--- src/rtl/gemm_pkg.sv ---
// Shared definitions for the GEMM feeder and PE array: feeder states and
// tile geometry / counter-width helpers.
package gemm_pkg;

  typedef enum logic [1:0] {
    ST_LOAD   = 2'd0,
    ST_STREAM = 2'd1,
    ST_DRAIN  = 2'd2,
    ST_READ   = 2'd3
  } state_e;

  function automatic int tile_words(input int n);
    return n * n;
  endfunction

  function automatic int load_cnt_w(input int n);
    return (2 * n * n > 1) ? $clog2(2 * n * n) : 1;
  endfunction

  function automatic int stream_cnt_w(input int n);
    return (n * n > 1) ? $clog2(n * n) : 1;
  endfunction

  function automatic int drain_cnt_w(input int d);
    return (d > 0) ? $clog2(d + 1) : 1;
  endfunction

  // Row-major address of element (row t%n, col t/n): walks a tile column by column.
  function automatic int col_major_addr(input int t, input int n);
    return (t % n) * n + t / n;
  endfunction

endpackage

--- src/rtl/gemm_tile_ram.sv ---
// One tile of operand storage: single write port, registered read port whose
// output is forced to zero in any cycle that was not a read.
module gemm_tile_ram #(
  parameter int C_DATA_WIDTH = 32,
  parameter int C_DEPTH      = 16,
  parameter int C_ADDR_W     = 4
) (
  input  logic                    clock,
  input  logic                    i_reset,
  input  logic                    wr_en,
  input  logic [C_ADDR_W-1:0]     wr_addr,
  input  logic [C_DATA_WIDTH-1:0] wr_data,
  input  logic                    rd_en,
  input  logic [C_ADDR_W-1:0]     rd_addr,
  output logic [C_DATA_WIDTH-1:0] rd_data
);

  logic [C_DATA_WIDTH-1:0] mem [C_DEPTH];
  logic [C_DATA_WIDTH-1:0] rd_data_q;
  logic [C_DATA_WIDTH-1:0] rd_data_d;

  always_comb begin
    rd_data_d = '0;
    if (rd_en) begin
      rd_data_d = mem[rd_addr];
    end
  end

  // Storage is deliberately not reset; only the read register is.
  always_ff @(posedge clock) begin
    if (wr_en) begin
      mem[wr_addr] <= wr_data;
    end
  end

  always_ff @(posedge clock) begin
    if (i_reset) begin
      rd_data_q <= '0;
    end else begin
      rd_data_q <= rd_data_d;
    end
  end

  assign rd_data = rd_data_q;

endmodule

--- src/rtl/gemm_feeder.sv ---
// Loads an A and a B tile from the host, streams A column-major and B row-major
// to the PE chain, waits out the pipeline drain, then pulses the read-out order.
module gemm_feeder
  import gemm_pkg::*;
#(
  parameter int C_DATA_WIDTH   = 32,
  parameter int C_DIM          = 4,
  parameter int C_DRAIN_CYCLES = 8
) (
  input  logic                    clock,
  input  logic                    i_reset,
  input  logic [C_DATA_WIDTH-1:0] s_data,
  input  logic                    s_valid,
  output logic                    s_ready,
  output logic [C_DATA_WIDTH-1:0] Ain_data,
  output logic [C_DATA_WIDTH-1:0] Bin_data,
  output logic                    Ain_valid,
  output logic                    Bin_valid,
  output logic                    o_rd_output,
  output logic                    o_busy
);

  localparam int NN  = tile_words(C_DIM);
  localparam int LCW = load_cnt_w(C_DIM);
  localparam int SCW = stream_cnt_w(C_DIM);
  localparam int DCW = drain_cnt_w(C_DRAIN_CYCLES);

  state_e           state_q, state_d;
  logic [LCW-1:0]   load_cnt_q, load_cnt_d;
  logic [SCW-1:0]   stream_cnt_q, stream_cnt_d;
  logic [DCW-1:0]   drain_cnt_q, drain_cnt_d;
  logic             valid_q, valid_d;
  logic             s_ready_q, s_ready_d;
  logic             busy_q, busy_d;
  logic             rd_output_q, rd_output_d;

  logic             hs;
  logic             a_we, b_we, rd_en;
  logic [SCW-1:0]   a_waddr, b_waddr, a_raddr, b_raddr;

  assign hs = s_valid && s_ready_q;

  always_comb begin
    state_d      = state_q;
    load_cnt_d   = load_cnt_q;
    stream_cnt_d = stream_cnt_q;
    drain_cnt_d  = drain_cnt_q;
    a_we         = 1'b0;
    b_we         = 1'b0;
    rd_en        = 1'b0;
    a_waddr      = SCW'(load_cnt_q);
    b_waddr      = SCW'(load_cnt_q - LCW'(NN));
    a_raddr      = SCW'(col_major_addr(int'(stream_cnt_q), C_DIM));
    b_raddr      = stream_cnt_q;
    unique case (state_q)
      ST_LOAD: begin
        if (hs) begin
          a_we = (load_cnt_q < LCW'(NN));
          b_we = !(load_cnt_q < LCW'(NN));
          if (load_cnt_q == LCW'(2 * NN - 1)) begin
            load_cnt_d = '0;
            state_d    = ST_STREAM;
          end else begin
            load_cnt_d = load_cnt_q + LCW'(1);
          end
        end
      end
      ST_STREAM: begin
        rd_en = 1'b1;
        if (stream_cnt_q == SCW'(NN - 1)) begin
          stream_cnt_d = '0;
          state_d      = ST_DRAIN;
        end else begin
          stream_cnt_d = stream_cnt_q + SCW'(1);
        end
      end
      // The first DRAIN cycle still shows the last valid word, hence D+1 cycles here.
      ST_DRAIN: begin
        if (drain_cnt_q == DCW'(C_DRAIN_CYCLES)) begin
          drain_cnt_d = '0;
          state_d     = ST_READ;
        end else begin
          drain_cnt_d = drain_cnt_q + DCW'(1);
        end
      end
      ST_READ: begin
        state_d = ST_LOAD;
      end
      default: begin
        state_d = ST_LOAD;
      end
    endcase
    valid_d     = rd_en;
    s_ready_d   = (state_d == ST_LOAD);
    busy_d      = (state_d != ST_LOAD);
    rd_output_d = (state_d == ST_READ);
  end

  always_ff @(posedge clock) begin
    if (i_reset) begin
      state_q      <= ST_LOAD;
      load_cnt_q   <= '0;
      stream_cnt_q <= '0;
      drain_cnt_q  <= '0;
      valid_q      <= 1'b0;
      s_ready_q    <= 1'b1;
      busy_q       <= 1'b0;
      rd_output_q  <= 1'b0;
    end else begin
      state_q      <= state_d;
      load_cnt_q   <= load_cnt_d;
      stream_cnt_q <= stream_cnt_d;
      drain_cnt_q  <= drain_cnt_d;
      valid_q      <= valid_d;
      s_ready_q    <= s_ready_d;
      busy_q       <= busy_d;
      rd_output_q  <= rd_output_d;
    end
  end

  gemm_tile_ram #(
    .C_DATA_WIDTH(C_DATA_WIDTH),
    .C_DEPTH     (NN),
    .C_ADDR_W    (SCW)
  ) u_ram_a (
    .clock  (clock),
    .i_reset(i_reset),
    .wr_en  (a_we),
    .wr_addr(a_waddr),
    .wr_data(s_data),
    .rd_en  (rd_en),
    .rd_addr(a_raddr),
    .rd_data(Ain_data)
  );

  gemm_tile_ram #(
    .C_DATA_WIDTH(C_DATA_WIDTH),
    .C_DEPTH     (NN),
    .C_ADDR_W    (SCW)
  ) u_ram_b (
    .clock  (clock),
    .i_reset(i_reset),
    .wr_en  (b_we),
    .wr_addr(b_waddr),
    .wr_data(s_data),
    .rd_en  (rd_en),
    .rd_addr(b_raddr),
    .rd_data(Bin_data)
  );

  assign s_ready     = s_ready_q;
  assign Ain_valid   = valid_q;
  assign Bin_valid   = valid_q;
  assign o_rd_output = rd_output_q;
  assign o_busy      = busy_q;

endmodule
--- config.mk ---
export PLATFORM = sky130hd
export DESIGN_NAME = gemm_feeder
export DESIGN_NICKNAME = d
export VERILOG_FILES = /design/src/rtl/gemm_pkg.sv /design/src/rtl/gemm_tile_ram.sv /design/src/rtl/gemm_feeder.sv
export SDC_FILE = /design/constraint.sdc
export NUM_CORES = 1
export LEC_CHECK = 0
export CAP_MARGIN = 20
export CORE_ASPECT_RATIO = 1.25
export CORE_MARGIN = 3
export CORE_UTILIZATION = 50
export CTS_BUF_LIST = sky130_fd_sc_hd__clkbuf_4
export CTS_CLUSTER_DIAMETER = 100
export DETAILED_ROUTE_END_ITERATION = 8
export PLACE_DENSITY = 0.67
export SKIP_LAST_GASP = 1
export SLEW_MARGIN = 20
export SYNTH_ARGS = -nofsm -noshare
export SYNTH_HDL_FRONTEND = slang
export SYNTH_SLANG_ARGS = --single-unit
export TNS_END_PERCENT = 20
--- constraint.sdc ---
create_clock -name clock -period 4.3 [get_ports clock]
set_input_delay 0.645 -clock clock [delete_from_list [all_inputs] [get_ports clock]]
set_output_delay 0.645 -clock clock [all_outputs]
set_load 0.05 [all_outputs]
==> results of run 1 <==
[registers in the layout (all words and copies together), names as in the netlist]
register	cells
Ain_valid	1
b_raddr	4
drain_cnt_q	4
load_cnt_q	5
o_busy	1
o_rd_output	1
s_ready	1
state_q	2
u_ram_a.mem	512
u_ram_a.rd_data	32
u_ram_b.mem	512
u_ram_b.rd_data	32
[power by group]
group	leakage, nW	internal, mW	total, mW	switching [mW]
combinational	2.84	0.0454	0.254	0.209
sequential	9.90	11.8	11.8	0.0132
clock	2.06	4.59	8.48	3.89
total	14.8	16.4	20.5	4.11
[cell usage after synthesis (4+ instances only)]
library cell	number	area share
o21ai_0	6	0.00074
and3_1	7	0.0011
nor3_1	8	0.00098
a22oi_1	107	0.020
buf_2	46	0.0056
ha_1	8	0.0025
nand2_1	84	0.0077
inv_1	7	0.00064
nor2_1	26	0.0024
clkbuf_1	25	0.0023
buf_4	11	0.0020
buf_6	6	0.0017
mux4_2	254	0.14
dfxtp_1	83	0.041
and2_1	11	0.0017
edfxtp_1	1024	0.75
nor2b_1	4	0.00061
a22oi_2	20	0.0061
a21oi_1	15	0.0018
[worst min-delay path by stage]
stage                               endpoint  cells past startpoint            from
after global placement        drain_cnt_q[1]                      2  drain_cnt_q[1]
after global routing      u_ram_a.mem[2][28]                      1      s_data[28]
after floorplan               drain_cnt_q[1]                      2  drain_cnt_q[1]
after CTS                  u_ram_a.mem[8][5]                      1       s_data[5]
after detailed placement      drain_cnt_q[1]                      2  drain_cnt_q[1]
final                     u_ram_a.mem[2][28]                      1      s_data[28]
[cells by family after synthesis]
logic type	share of synthesized area
AO/OA/AOI/OAI	0.0297
flip-flops	0.794
XOR/XNOR	0.000215
AND/OR/NAND/NOR	0.0197
buffers and inverters	0.0125
multiplexers	0.141
adder cells (fa/ha/maj)	0.00245
[routing by layer]
metal,share of wire,global-route usage
met3,0.059,0.0487
met2,0.54,0.363
met4,0.020,0.0743
met1,0.38,0.267
met5,0,0
[placed cells by master, fill, tap and decap left out, types with 4 or more instances in the layout]
cell type,synthesis,final
edfxtp_1,1024,1024
clkbuf_4,0,410
mux4_2,254,254
a22oi_1,107,107
nand2_1,84,84
dfxtp_1,83,79
clkdlybuf4s50_1,0,73
buf_4,11,45
clkinv_1,0,43
buf_2,46,30
a22oi_2,20,20
a21oi_1,15,15
nor2_4,0,14
nor2_1,26,12
buf_12,0,11
and2_2,0,8
ha_1,8,8
inv_2,0,8
inv_1,7,7
and3_2,0,7
o21ai_0,6,6
nor3_2,2,5
clkinv_2,0,5
diode_2,0,4
nor2b_1,4,4
dfxtp_4,0,4
bufinv_16,0,4
[cell type report]
cell class                 count  share of cell area
antenna                        4            0.000214
multi-input combinational    585               0.173
clock buffer                 410              0.0659
inverter                       7            0.000563
sequential                  1107               0.694
tap                         1062              0.0285
timing repair buffer         159              0.0308
clock inverter                60             0.00721
[through the flow]
step	instance area [um^2]	util	worst slack, ps	hold slack [ps]
floorplan	40800	-	361	466
global placement	43400	0.539	1030	476
detailed placement	43400	0.539	979	490
CTS	46800	0.581	1140	2.26
global route	46700	0.580	1130	-0.0887
finish	46700	0.580	1260	88.9
==> insert_results.sql, run 1 <==
INSERT INTO impl_metrics (metric_group, metric, value, unit) VALUES
('run_status', 'run_status', 'finished clean', ''),
('synth', 'synthesis.instances', '1790', ''),
('clock_network', 'post_cts.resized_instances', '0', ''),
('sta', 'worst_pin_slew', '894', 'ps'),
('power_and_ir_drop', 'power.leakage', '14.8', 'nW'),
('worst_setup_path', 'timing_worst_setup_path_type', 'reg2out', ''),
('layout', 'area_growth_syn_to_layout', '14.4', '%'),
('worst_setup_path', 'worstPathMaxFanout', '2', ''),
('detailed_routing', 'route.vias.total', '19686', ''),
('worst_setup_path', 'r2r_end', 'u_ram_b.mem[10][23]', ''),
('layout', 'non_filler_cells_in_the_finished_layout', '3394', ''),
('clock_network', 'clkLatencyLatePin', '1070', 'ps'),
('worst_setup_path', 'r2r-start', 'load_cnt_q[3]', ''),
('sta', 'slew_violations', '0', ''),
('sta', 'fin_crit', '3040', 'ps'),
('clock_network', 'tritoncts', 'built', ''),
('detailed_routing', 'drtAntennaViolNets', '0', ''),
('synth', 'synth.net_count', '1833', ''),
('detailed_routing', 'detailedRoute.firstIterationViolations', '1554', ''),
('clock_network', 'cts.reportedPaths.clkPinSlew', '70', 'ps'),
('synth', 'synthArstFlopShare', '0', ''),
('floorplanning', 'initial_util', '0.507', ''),
('detailed_routing', 'routedWlPerCell', '25.7', 'um'),
('clock_network', 'cts.sinks', '1107', ''),
('sta', 'min_period_over_period', '0.708', ''),
('worst_setup_path', 'timing.critical_path.max_delay_family', 'buffers and inverters', ''),
('floorplanning', 'core_ar', '0.0806', 'mm^2'),
('clock_network', 'cts_max_level', '5', ''),
('floorplanning', 'floorplan.rows', '116', ''),
('layout', 'nNetsFinal', '2179', ''),
('synth', 'ys_seq_area_frac', '0.794', ''),
('sta', 'maxSlewHeadroom', '0.404', ''),
('worst_setup_path', 'crit_buf_inv', '1', ''),
('clock_network', 'ctsRootBufferMaster', 'clkbuf_4', ''),
('worst_setup_path', 'worst-r2r-setup-slack', '1680', 'ps'),
('detailed_routing', 'drt_pass1_iterations', '7', ''),
('power_and_ir_drop', 'vdd_drop_max', '0.242', 'mV'),
('synth', 'synthFlopType', 'edfxtp_1', ''),
('worst_setup_path', 'crit_cells', '1', ''),
('global_routing', 'global_route_wire_length_before_repair', '132000', 'um'),
('worst_setup_path', 'setup.worst_path.start_class', 'register', ''),
('detailed_routing', 'avgViaCountPerCell', '5.80', ''),
('floorplanning', 'die_width', '262', 'um'),
('floorplanning', 'die_h', '325', 'um'),
('worst_setup_path', 'endpoint_kind', 'output pin', ''),
('global_routing', 'initial_antenna_violation_count', '2', ''),
('worst_setup_path', 'crit_path_top_delay_cell', 'clkdlybuf4s50_1', ''),
('sta', 'setup_tns', '0', 'ps'),
('flow_run', 'drv_cap', '0', ''),
('detailed_routing', 'drt-total-wl', '87300', 'um'),
('placed_design', 'placed_cells_incl_taps', '2920', ''),
('layout', 'num-fill-cells', '5943', ''),
('worst_setup_path', 'worst_ep_required_time', '3650', 'ps'),
('layout', 'final_layout_size_suffix_gt1_frac', '0.359', ''),
('floorplanning', 'die_area', '0.0851', 'mm^2'),
('synth', 'synth_cell_types', '46', ''),
('power_and_ir_drop', 'power_density', '440', 'mW/mm^2'),
('detailed_routing', 'detail_route.drc_violations', '0', ''),
('synth', 'synth_enable_flop_cells', '1024', ''),
('worst_setup_path', 'cp_data_arrival_time', '2400', 'ps'),
('sta', 'report.final.setup_viol', '0', ''),
('clock_network', 'tritoncts.num_buffers', '276', ''),
('synth', 'avgSynthCellArea', '22.8', 'um^2'),
('placed_design', 'place.port_buffers', '103', ''),
('global_routing', 'grt.total_usage', '0.212', ''),
('sta', 'finalClockSkew', '48.4', 'ps'),
('sta', 'fmaxAchievable', '328', 'MHz'),
('synth', 'synth.cell_area', '0.0408', 'mm^2'),
('hold_path', 'worstHoldPathType', 'in2reg', ''),
('global_routing', 'first_global_vias', '21624', ''),
('placed_design', 'globalplace.congestion', '0.764', '');
(Power assumes the default switching activity.)
==> run 2, diff against run 1 <==
==> constraint.sdc (replaced) <==
create_clock -name clock -period 3.1 [get_ports clock]
set_input_delay 0.465 -clock clock [delete_from_list [all_inputs] [get_ports clock]]
set_output_delay 0.465 -clock clock [all_outputs]
set_load 0.05 [all_outputs]
==> insert_results.sql, run 2 (synthesis gave the netlist of run 1 again) <==
INSERT INTO impl_metrics (metric_group, metric, value, unit) VALUES
('floorplanning', 'die_area', '0.0851', 'mm^2'),
('layout', 'largestRegisters', 'u_ram_a.mem: 512 flops, u_ram_b.mem: 512 flops', ''),
('worst_setup_path', 'cp-endpoint', 'Ain_valid', ''),
('global_routing', 'initial_antenna_violation_count', '2', ''),
('clock_network', 'cts.reportedPaths.clkPinSlew', '60', 'ps'),
('worst_setup_path', 'endpoint_kind', 'output pin', ''),
('global_routing', 'global_route_wire_length_before_repair', '132000', 'um'),
('worst_setup_path', 'worst_ep_required_time', '2630', 'ps'),
('worst_setup_path', 'crit_path_start', 'Ain_valid', ''),
('sta', 'min_period_over_period', '0.912', ''),
('worst_setup_path', 'path_cells', 'clkdlybuf4s50_1', ''),
('floorplanning', 'core_ar', '0.0806', 'mm^2'),
('layout', 'finish.utilization', '0.593', ''),
('worst_setup_path', 'cp_data_arrival_time', '2360', 'ps'),
('layout', 'layout_commonest_cell', 'edfxtp_1', ''),
('global_routing', 'pin_count_of_the_biggest_net_entering_global_routing', '56', ''),
('worst_setup_path', 'worst-r2r-setup-slack', '860', 'ps'),
('placed_design', 'placed_cells_incl_taps', '2960', ''),
('power_and_ir_drop', 'vdd_drop_max', '0.349', 'mV'),
('sta', 'report.final.setup_viol', '0', ''),
('clock_network', 'post_cts_hold_buffer_count', '0', ''),
('sta', 'worst_pin_slew', '708', 'ps'),
('worst_setup_path', 'crit_buf_inv', '1', ''),
('layout', 'final_layout_size_suffix_gt1_frac', '0.371', ''),
('power_and_ir_drop', 'power.leakage', '15.2', 'nW'),
('worst_setup_path', 'crit_cells', '1', ''),
('sta', 'finalClockSkew', '64.1', 'ps'),
('floorplanning', 'io_pins', '104', ''),
('power_and_ir_drop', 'total_power', '29.1', 'mW'),
('worst_setup_path', 'r2r-start', 'load_cnt_q[2]', ''),
('clock_network', 'cts.sinks', '1107', ''),
('worst_setup_path', 'crit_path_top_delay_cell', 'clkdlybuf4s50_1', ''),
('clock_network', 'cts_max_path_buffers', '4', ''),
('worst_setup_path', 'timing_worst_setup_path_type', 'reg2out', ''),
('floorplanning', 'die_h', '325', 'um'),
('sta', 'maxSlewHeadroom', '0.528', ''),
('flow_run', 'drv_cap', '0', ''),
('floorplanning', 'floorplan.rows', '116', ''),
('sta', 'finalHoldViolCount', '0', ''),
('clock_network', 'ctsRootBufferMaster', 'clkbuf_4', ''),
('run_status', 'run_status', 'finished clean', ''),
('placed_design', 'place.detailed.hpwl', '47900', 'um'),
('sta', 'whs', '178', 'ps'),
('floorplanning', 'die_width', '262', 'um'),
('placed_design', 'place.port_buffers', '103', ''),
('power_and_ir_drop', 'power_density', '609', 'mW/mm^2'),
('detailed_routing', 'detailedRoute.firstIterationViolations', '1591', ''),
('detailed_routing', 'drt-total-wl', '86600', 'um'),
('clock_network', 'cts_max_level', '5', ''),
('detailed_routing', 'drt_pass1_iterations', '5', ''),
('worst_setup_path', 'critPathMaxStageDelay', '850', 'ps'),
('global_routing', 'grt.total_usage', '0.211', ''),
('detailed_routing', 'route.vias.total', '19788', ''),
('worst_setup_path', 'worst-r2r-cell-count', '4', ''),
('sta', 'fmaxAchievable', '354', 'MHz'),
('detailed_routing', 'drtAntennaViolNets', '0', ''),
('worst_setup_path', 'timing.critical_path.max_delay_family', 'buffers and inverters', ''),
('layout', 'nNetsFinal', '2227', ''),
('layout', 'non_filler_cells_in_the_finished_layout', '3445', ''),
('layout', 'layout.cells.most_common_list', 'edfxtp_1 (1024), clkbuf_4 (453), mux4_2 (254)', ''),
('worst_setup_path', 'worstPathMaxFanout', '2', ''),
('sta', 'slew_violations', '0', ''),
('sta', 'rsz0062_at_grt', 'no', ''),
('global_routing', 'first_global_vias', '21544', ''),
('clock_network', 'cts_setup_buffers', '0', ''),
('worst_setup_path', 'r2r_end', 'u_ram_b.mem[7][20]', ''),
('global_routing', 'global_route.overflow_total', '0', ''),
('clock_network', 'tritoncts.num_buffers', '282', ''),
('clock_network', 'clkLatencyLatePin', '1090', 'ps'),
('detailed_routing', 'avgViaCountPerCell', '5.74', ''),
('worst_setup_path', 'setup.worst_path.start_class', 'register', ''),
('hold_path', 'worstHoldPathType', 'in2reg', ''),
('placed_design', 'globalplace.congestion', '0.767', ''),
('layout', 'num-fill-cells', '5812', ''),
('clock_network', 'post_cts.resized_instances', '0', ''),
('floorplanning', 'initial_util', '0.507', ''),
('clock_network', 'tritoncts', 'built', ''),
('detailed_routing', 'routedWlPerCell', '25.1', 'um'),
('detailed_routing', 'detail_route.drc_violations', '0', ''),
('layout', 'area_growth_syn_to_layout', '17.1', '%'),
('sta', 'fin_crit', '2830', 'ps');
-- run 2: cell types whose count changed in the layout (fill, tap and decap cells not counted), sizes merged --
cell,before,now
clkbuf,410,453
inv,15,12
buf,86,98
clkdlybuf4s50,73,101
dlygate4sd3,0,2
diode,4,1
clkinv,48,20
-- run 2: final cells by class --
cell class,count,area [um^2],share of cell area
multi-input combinational,585,8060,0.169
clock inverter,29,216,0.00453
antenna,1,2.50,0.0000524
timing repair buffer,201,2310,0.0484
inverter,7,26.3,0.000550
clock buffer,453,3400,0.0712
tap,1062,1330,0.0278
sequential,1107,32400,0.679
-- run 2: how the worst min path moves through the flow --
stage | start | endpoint | slack [ps] | cells after the start
2_1_floorplan | drain_cnt_q[1] | drain_cnt_q[1] | 470 | 2
3_3_place_gp | drain_cnt_q[1] | drain_cnt_q[1] | 480 | 2
3_5_place_dp | drain_cnt_q[1] | drain_cnt_q[1] | 500 | 2
4_1_cts | i_reset | load_cnt_q[0] | 70 | 3
5_1_grt | i_reset | b_raddr[1] | 100 | 3
6_report | i_reset | b_raddr[2] | 180 | 3
-- run 2: metrics by stage --
step                      instance area (um^2)  setup WS (ps)  setup TNS [ps]
after CTS                                47800            144               0
after global placement                   44100            506               0
final                                    47800            274               0
after detailed placement                 44100            437               0
after global routing                     47800            134               0
after floorplan                          40800           -839          -97080
-- run 2: metal layers --
metal,up-vias,track usage,share of wire,routed length (um)
met4,0,0.0766,0.023,1960
li1,8525,-,-,-
met1,10367,0.275,0.39,34000
met2,770,0.353,0.52,45300
met5,-,0,0,0
met3,126,0.0452,0.061,5270
-- run 2: report_power, final --
group          leakage, nW  internal, mW  switching, mW  total [mW]
Clock                 2.20          6.90           5.41        12.3
Sequential            9.90          16.4         0.0177        16.4
Combinational         3.13         0.115          0.312       0.427
Total                 15.2          23.4           5.74        29.1
